[config.mk]
export PLATFORM = sky130hd
export DESIGN_NAME = mac_cfg_master_flat
export DESIGN_NICKNAME = d
export VERILOG_FILES = /design/src/rtl/mac_cfg_master_if.sv /design/src/rtl/mac_cfg_master.sv /design/src/flat_wrapper.sv
export SDC_FILE = /design/constraint.sdc
export NUM_CORES = 1
export LEC_CHECK = 0
export BUFFER_PORTS_ARGS = -buffer_cell sky130_fd_sc_hd__buf_4
export CORE_UTILIZATION = 40
export CTS_CLUSTER_SIZE = 40
export DETAILED_ROUTE_END_ITERATION = 10
export HOLD_SLACK_MARGIN = 0.06
export PLACE_DENSITY = 0.76
export SKIP_CTS_REPAIR_TIMING = 1
export SLEW_MARGIN = 20
export SYNTH_ARGS = -nofsm -noshare
export SYNTH_HDL_FRONTEND = slang
export SYNTH_SLANG_ARGS = --single-unit
[constraint.sdc]
create_clock -name clk_i -period 2.6 [get_ports clk_i]
set_clock_uncertainty 0.1 [all_clocks]
set_input_delay 0.52 -clock clk_i [delete_from_list [all_inputs] [get_ports clk_i]]
set_output_delay 0.52 -clock clk_i [all_outputs]
set_load 0.01 [all_outputs]
[src/rtl/mac_cfg_master_if.sv]
// Peripheral bus between the config master and the accelerator's register port.
// Request/grant address phase plus an ID-tagged read response channel.
interface mac_cfg_master_if #(
  parameter int ID_WIDTH = 10
);
  logic                req;
  logic                gnt;
  logic [31:0]         add;
  logic                wen;
  logic [3:0]          be;
  logic [31:0]         data;
  logic [ID_WIDTH-1:0] id;
  logic                r_valid;
  logic [31:0]         r_data;
  logic [ID_WIDTH-1:0] r_id;

  modport master (
    output req, add, wen, be, data, id,
    input  gnt, r_valid, r_data, r_id
  );

  modport slave (
    input  req, add, wen, be, data, id,
    output gnt, r_valid, r_data, r_id
  );
endinterface

[src/rtl/mac_cfg_master.sv]
// Job launcher: acquires the accelerator, writes job registers, triggers it and waits for its event.
// One request outstanding at a time; request fields held stable until granted.
module mac_cfg_master #(
  parameter logic [31:0] BASE_ADDR  = 32'h0,
  parameter int          N_JOB_REGS = 5,
  parameter logic [31:0] JOB_OFFS   = 32'h40,
  parameter int          RETRY_GAP  = 4,
  parameter int          TIMEOUT    = 65535,
  parameter int          ID_WIDTH   = 10
) (
  input  logic                        clk_i,
  input  logic                        rst_i,
  input  logic                        start_i,
  input  logic [N_JOB_REGS-1:0][31:0] job_regs_i,
  output logic                        busy_o,
  output logic                        done_o,
  output logic                        error_o,
  output logic [7:0]                  job_id_o,
  input  logic                        evt_i,
  mac_cfg_master_if.master            periph
);

  localparam int IDX_W = (N_JOB_REGS > 1) ? $clog2(N_JOB_REGS) : 1;

  typedef enum logic [2:0] {
    IDLE, ACQ_REQ, ACQ_RESP, ACQ_WAIT, WR_PARAM, TRIG, WAIT_EVT, DONE
  } state_e;

  state_e                      state_q, state_d;
  logic [N_JOB_REGS-1:0][31:0] regs_q, regs_d;
  logic [IDX_W-1:0]            idx_q, idx_d;
  logic [15:0]                 cnt_q, cnt_d;
  logic                        flag_q, flag_d;
  logic                        err_q, err_d;
  logic [7:0]                  job_id_q, job_id_d;

  always_ff @(posedge clk_i) begin
    if (rst_i) begin
      state_q  <= IDLE;
      regs_q   <= '0;
      idx_q    <= '0;
      cnt_q    <= '0;
      flag_q   <= 1'b0;
      err_q    <= 1'b0;
      job_id_q <= '0;
    end else begin
      state_q  <= state_d;
      regs_q   <= regs_d;
      idx_q    <= idx_d;
      cnt_q    <= cnt_d;
      flag_q   <= flag_d;
      err_q    <= err_d;
      job_id_q <= job_id_d;
    end
  end

  always_comb begin
    state_d  = state_q;
    regs_d   = regs_q;
    idx_d    = idx_q;
    cnt_d    = cnt_q;
    flag_d   = flag_q;
    err_d    = err_q;
    job_id_d = job_id_q;
    case (state_q)
      IDLE: begin
        if (start_i) begin
          regs_d  = job_regs_i;
          flag_d  = 1'b0;
          err_d   = 1'b0;
          state_d = ACQ_REQ;
        end
      end
      ACQ_REQ: begin
        if (periph.gnt) state_d = ACQ_RESP;
      end
      ACQ_RESP: begin
        if (periph.r_valid) begin
          if (periph.r_data[31]) begin
            cnt_d   = '0;
            state_d = ACQ_WAIT;
          end else begin
            job_id_d = periph.r_data[7:0];
            idx_d    = '0;
            state_d  = WR_PARAM;
          end
        end
      end
      ACQ_WAIT: begin
        if (cnt_q == 16'(RETRY_GAP - 1)) state_d = ACQ_REQ;
        else                             cnt_d   = cnt_q + 16'd1;
      end
      WR_PARAM: begin
        if (periph.gnt) begin
          if (idx_q == IDX_W'(N_JOB_REGS - 1)) state_d = TRIG;
          else                                 idx_d   = idx_q + IDX_W'(1);
        end
      end
      TRIG: begin
        if (periph.gnt) begin
          cnt_d   = '0;
          state_d = WAIT_EVT;
          // an event in the grant cycle itself must survive into WAIT_EVT
          if (evt_i) flag_d = 1'b1;
        end
      end
      WAIT_EVT: begin
        cnt_d = cnt_q + 16'd1;
        if (flag_q || evt_i) begin
          flag_d  = 1'b1;
          state_d = DONE;
        end else if (cnt_d == 16'(TIMEOUT - 1)) begin
          err_d   = 1'b1;
          state_d = DONE;
        end
      end
      DONE: begin
        state_d = IDLE;
      end
      default: state_d = IDLE;
    endcase
  end

  // bus fields are pure functions of state so they cannot move while req waits for gnt
  always_comb begin
    periph.req  = 1'b0;
    periph.add  = '0;
    periph.wen  = 1'b1;
    periph.data = '0;
    case (state_q)
      ACQ_REQ: begin
        periph.req = 1'b1;
        periph.add = BASE_ADDR + 32'h4;
      end
      WR_PARAM: begin
        periph.req  = 1'b1;
        periph.wen  = 1'b0;
        periph.add  = BASE_ADDR + JOB_OFFS + {{(30-IDX_W){1'b0}}, idx_q, 2'b00};
        periph.data = regs_q[idx_q];
      end
      TRIG: begin
        periph.req = 1'b1;
        periph.wen = 1'b0;
        periph.add = BASE_ADDR;
      end
      default: ;
    endcase
  end

  assign periph.be = 4'hF;
  assign periph.id = {ID_WIDTH{1'b0}};

  assign busy_o   = (state_q != IDLE);
  assign done_o   = (state_q == DONE);
  assign error_o  = (state_q == DONE) && err_q;
  assign job_id_o = job_id_q;

  logic unused_rsp;
  assign unused_rsp = ^{periph.r_id, periph.r_data[30:8]};

endmodule
[src/flat_wrapper.sv]
// flat-port wrapper written by rule: the top's interface ports become plain ports
module mac_cfg_master_flat 
#(
  parameter logic [31:0] BASE_ADDR  = 32'h0,
  parameter int          N_JOB_REGS = 5,
  parameter logic [31:0] JOB_OFFS   = 32'h40,
  parameter int          RETRY_GAP  = 4,
  parameter int          TIMEOUT    = 65535,
  parameter int          ID_WIDTH   = 10
)
  (clk_i, rst_i, start_i, job_regs_i, busy_o, done_o, error_o, job_id_o, evt_i, periph_req, periph_add, periph_wen, periph_be, periph_data, periph_id, periph_gnt, periph_r_valid, periph_r_data, periph_r_id);
  mac_cfg_master_if #(.ID_WIDTH(ID_WIDTH)) periph_i ();
  input  logic clk_i;
  input  logic rst_i;
  input  logic start_i;
  input  logic [N_JOB_REGS-1:0][31:0] job_regs_i;
  output logic busy_o;
  output logic done_o;
  output logic error_o;
  output logic [7:0] job_id_o;
  input  logic evt_i;
  output wire logic [$bits(periph_i.req)-1:0] periph_req;
  output wire logic [$bits(periph_i.add)-1:0] periph_add;
  output wire logic [$bits(periph_i.wen)-1:0] periph_wen;
  output wire logic [$bits(periph_i.be)-1:0] periph_be;
  output wire logic [$bits(periph_i.data)-1:0] periph_data;
  output wire logic [$bits(periph_i.id)-1:0] periph_id;
  input wire logic [$bits(periph_i.gnt)-1:0] periph_gnt;
  input wire logic [$bits(periph_i.r_valid)-1:0] periph_r_valid;
  input wire logic [$bits(periph_i.r_data)-1:0] periph_r_data;
  input wire logic [$bits(periph_i.r_id)-1:0] periph_r_id;
  assign periph_req = periph_i.req;
  assign periph_add = periph_i.add;
  assign periph_wen = periph_i.wen;
  assign periph_be = periph_i.be;
  assign periph_data = periph_i.data;
  assign periph_id = periph_i.id;
  assign periph_i.gnt = periph_gnt;
  assign periph_i.r_valid = periph_r_valid;
  assign periph_i.r_data = periph_r_data;
  assign periph_i.r_id = periph_r_id;
  mac_cfg_master #(.BASE_ADDR(BASE_ADDR), .N_JOB_REGS(N_JOB_REGS), .JOB_OFFS(JOB_OFFS), .RETRY_GAP(RETRY_GAP), .TIMEOUT(TIMEOUT), .ID_WIDTH(ID_WIDTH)) u_core (.clk_i(clk_i), .rst_i(rst_i), .start_i(start_i), .job_regs_i(job_regs_i), .busy_o(busy_o), .done_o(done_o), .error_o(error_o), .job_id_o(job_id_o), .evt_i(evt_i), .periph(periph_i));
endmodule
==> impl_metrics.ini <==
[min_path]
hold_depth = 3
hp-class = input port to flop
min_to = u_core.regs_q[81]
hp-start = job_regs_i[81]

[setup_path]
r2r_cells = 7
r2r-start = u_core.cnt_q[1]
critical_path_required_ns = 1.98
crit_slowest_cell = dfxtp_4
critical_path.top_delay_family = buffers and inverters
cp_max_fo = 8
path_cells = buf_12 -> nor3_4 -> buf_12 -> clkbuf_16 -> a22oi_1 -> nor2_1 -> buf_4
cp-start-kind = flop
worstPathArrival_ns = 2.00
critPathKind = flop to output port
reg2reg_slack_ns = 0.17
r2r-end = u_core.cnt_q[9]
cp_common_cell = buf_12
timing.critical_path.slowest_cell_delay_ns = 0.38
worstSetupEndpointType = output port
cp_num_buf_inv = 4

[yosys]
synth_async_sr_flop_share = 0
synth_cells = 1115
syn_area_um2 = 8870
ys_ff_latch = 192
synth_ff_type = dfxtp_1
yosys_warnings = 0
synth_edf_count = 0
ys_types = 52
avgSynthCellArea_um2 = 7.96
ys_seq_area_frac = 0.433

[power]
powerDensity_nw_per_um2 = 770
pwr-share-clk = 0.292
netSwitchingFraction = 0.334
finalPower_mw = 8.92
intPower_mw = 5.94
ir_drop_v = 0.000368
power_frac_seq = 0.416
power.switching_mw = 2.98
combPwrFrac = 0.292
leakagePower_nw = 4.59

[placement]
place.gp.congestion = 0.885
io_buffers = 223
hpwl_mm = 16.8

[detailed_routing]
viasPerCell = 5.24
wl_per_cell_um = 16.0
dr.pass1.iters = 10
drcViolationCount = 1
wirelength_mm = 25.6
drt_iter0_markers = 603
ant_nets = 0
vias = 8376

[global_route]
antenna_found_initial = 0
grt_max_degree = 69
grt_pass1_vias = 7772
grt-ovfl-total = 0
grt_first_pass_wirelength_mm = 39.0
grt_usage = 0.219

[clock_tree]
numCtsBuffers = 17
clock_latency_ns = 0.42
cts_root_buf = clkbuf_16
h-tree-depth = 4
cts_tree = yes
clk_path_buf_depth = 2
clk_pin_slew_ns = 0.08
cts.sinks = 192

[sta]
max_freq_ghz = 0.382
post-route-period-util = 1.01
finalHoldViolations = 0
min_period_ns = 2.62
setup_ws_ns = -0.0205
finalMaxSlewViolations = 0
setup_viol = 1
max_slew.worst_pin.slew_ns = 0.694
rsz0062_at_grt = true
slew_headroom = 0.531

[layout]
drive_gt1_frac = 0.261
area_delta_synth_final_pct = 30.7
post-route-util = 0.533
nets = 1517
diodes = 0
layout_commonest_cell = nand2_1
mostFrequentLayoutCells = 356 x nand2_1, 238 x buf_4, 187 x dfxtp_1, 183 x a21oi_1, 52 x nor2_1

[die]
core_um2 = 21800
ios = 299
start_util = 0.408
die_h_um = 151
die_x_um = 151
dieArea_um2 = 22800
fp-row-count = 54

[status]
outcome = finished, violations left
failed_checks = DRC, setup timing

[job]
maxCapViolations = 0
-- how the worst max path moves through the flow --
stage | cells after the start | startpoint | slack [ns] | end
floorplan | 5 | u_core.idx_q[0] | 0.39 | periph_data[10]
global placement | 7 | u_core.cnt_q[1] | 0.33 | u_core.cnt_q[9]
detailed placement | 7 | u_core.cnt_q[1] | 0.29 | u_core.cnt_q[9]
CTS | 5 | u_core.idx_q[0] | -0.10 | periph_data[10]
global route | 7 | u_core.idx_q[2] | -0.09 | periph_data[0]
finish | 7 | u_core.idx_q[0] | -0.02 | periph_data[22]
-- stage by stage --
step                      cells  setup TNS, ns  hold slack (ns)  worst slack, ns  instance area (um2)
after detailed placement   1550              0            0.341            0.289                10700
final                      1598        -0.0205            0.230          -0.0205                11600
after floorplan            1155              0            0.317            0.389                 9020
after CTS                  1582          -1.03            0.217           -0.104                11300
after global routing       1598          -1.62            0.216          -0.0890                11600
after global placement     1550              0            0.340            0.326                10700
-- metal layers --
metal,vias up,GRT usage,part of all wire
li1,4083,-,-
met4,0,0.0810,0.031
met5,-,0,0
met1,3886,0.283,0.42
met2,352,0.353,0.47
met3,55,0.0530,0.072
-- cells by family after synthesis --
family,Yosys count,share of synthesized area
simple gates,481,0.224
compound gates,252,0.161
flops,192,0.433
buf+inv,141,0.0831
mux,33,0.0824
xor+xnor,10,0.00987
fa+ha+maj,4,0.00564
other cells,2,0.000846
-- cell type report --
type	instances	area, um2
clock buffers	19	443
clock inverters	13	143
fillers	2043	10200
inverters	9	33.8
multi-input cells	822	4500
flip-flops and latches	192	3860
well taps	280	350
repair buffers	263	2270
-- flip-flops by register name, summed over array words and instances, names as in the netlist --
register and cells:
u_core.err_q 1, u_core.idx_q 3, u_core.state_q 3, u_core.job_id_o 8, u_core.flag_q 1, u_core.cnt_q 16, u_core.regs_q 160
-- Yosys cell counts, types with 5 or more instances --
| master | instances | area, um2 |
|---|---|---|
| mux4_2 | 32 | 721 |
| a22oi_1 | 34 | 255 |
| a21oi_1 | 183 | 916 |
| xor2_1 | 5 | 43.8 |
| dfxtp_1 | 192 | 3840 |
| nand4_1 | 6 | 37.5 |
| inv_1 | 8 | 30.0 |
| buf_4 | 44 | 330 |
| or3_1 | 8 | 50.1 |
| and3_1 | 6 | 37.5 |
| nand2_1 | 357 | 1340 |
| xnor2_1 | 5 | 43.8 |
| nand3_1 | 15 | 75.1 |
| clkbuf_1 | 57 | 214 |
| nor3_1 | 11 | 55.1 |
| nor2_1 | 52 | 195 |
| a31oi_1 | 11 | 68.8 |
| buf_2 | 27 | 135 |
-- power groups by stage --
stage	Sequential, mW	Clock [mW]	Combinational, mW
final	3.71	2.61	2.60
after global routing	3.77	2.78	2.90
after CTS	3.69	2.67	2.54
after detailed placement	3.76	0	2.52
after global placement	3.73	0	2.47
after floorplan	3.64	0	1.82
-- worst reg2reg max path, cell delays in order (launching register included) --
cell	delay (ns)
dfxtp_1	0.43
ha_1	0.31
nor4b_1	0.31
nand4_1	0.23
a21oi_1	0.33
or2_1	0.35
or3_1	0.17
a31oi_1	0.07
Power figures use the tool's default switching activity.
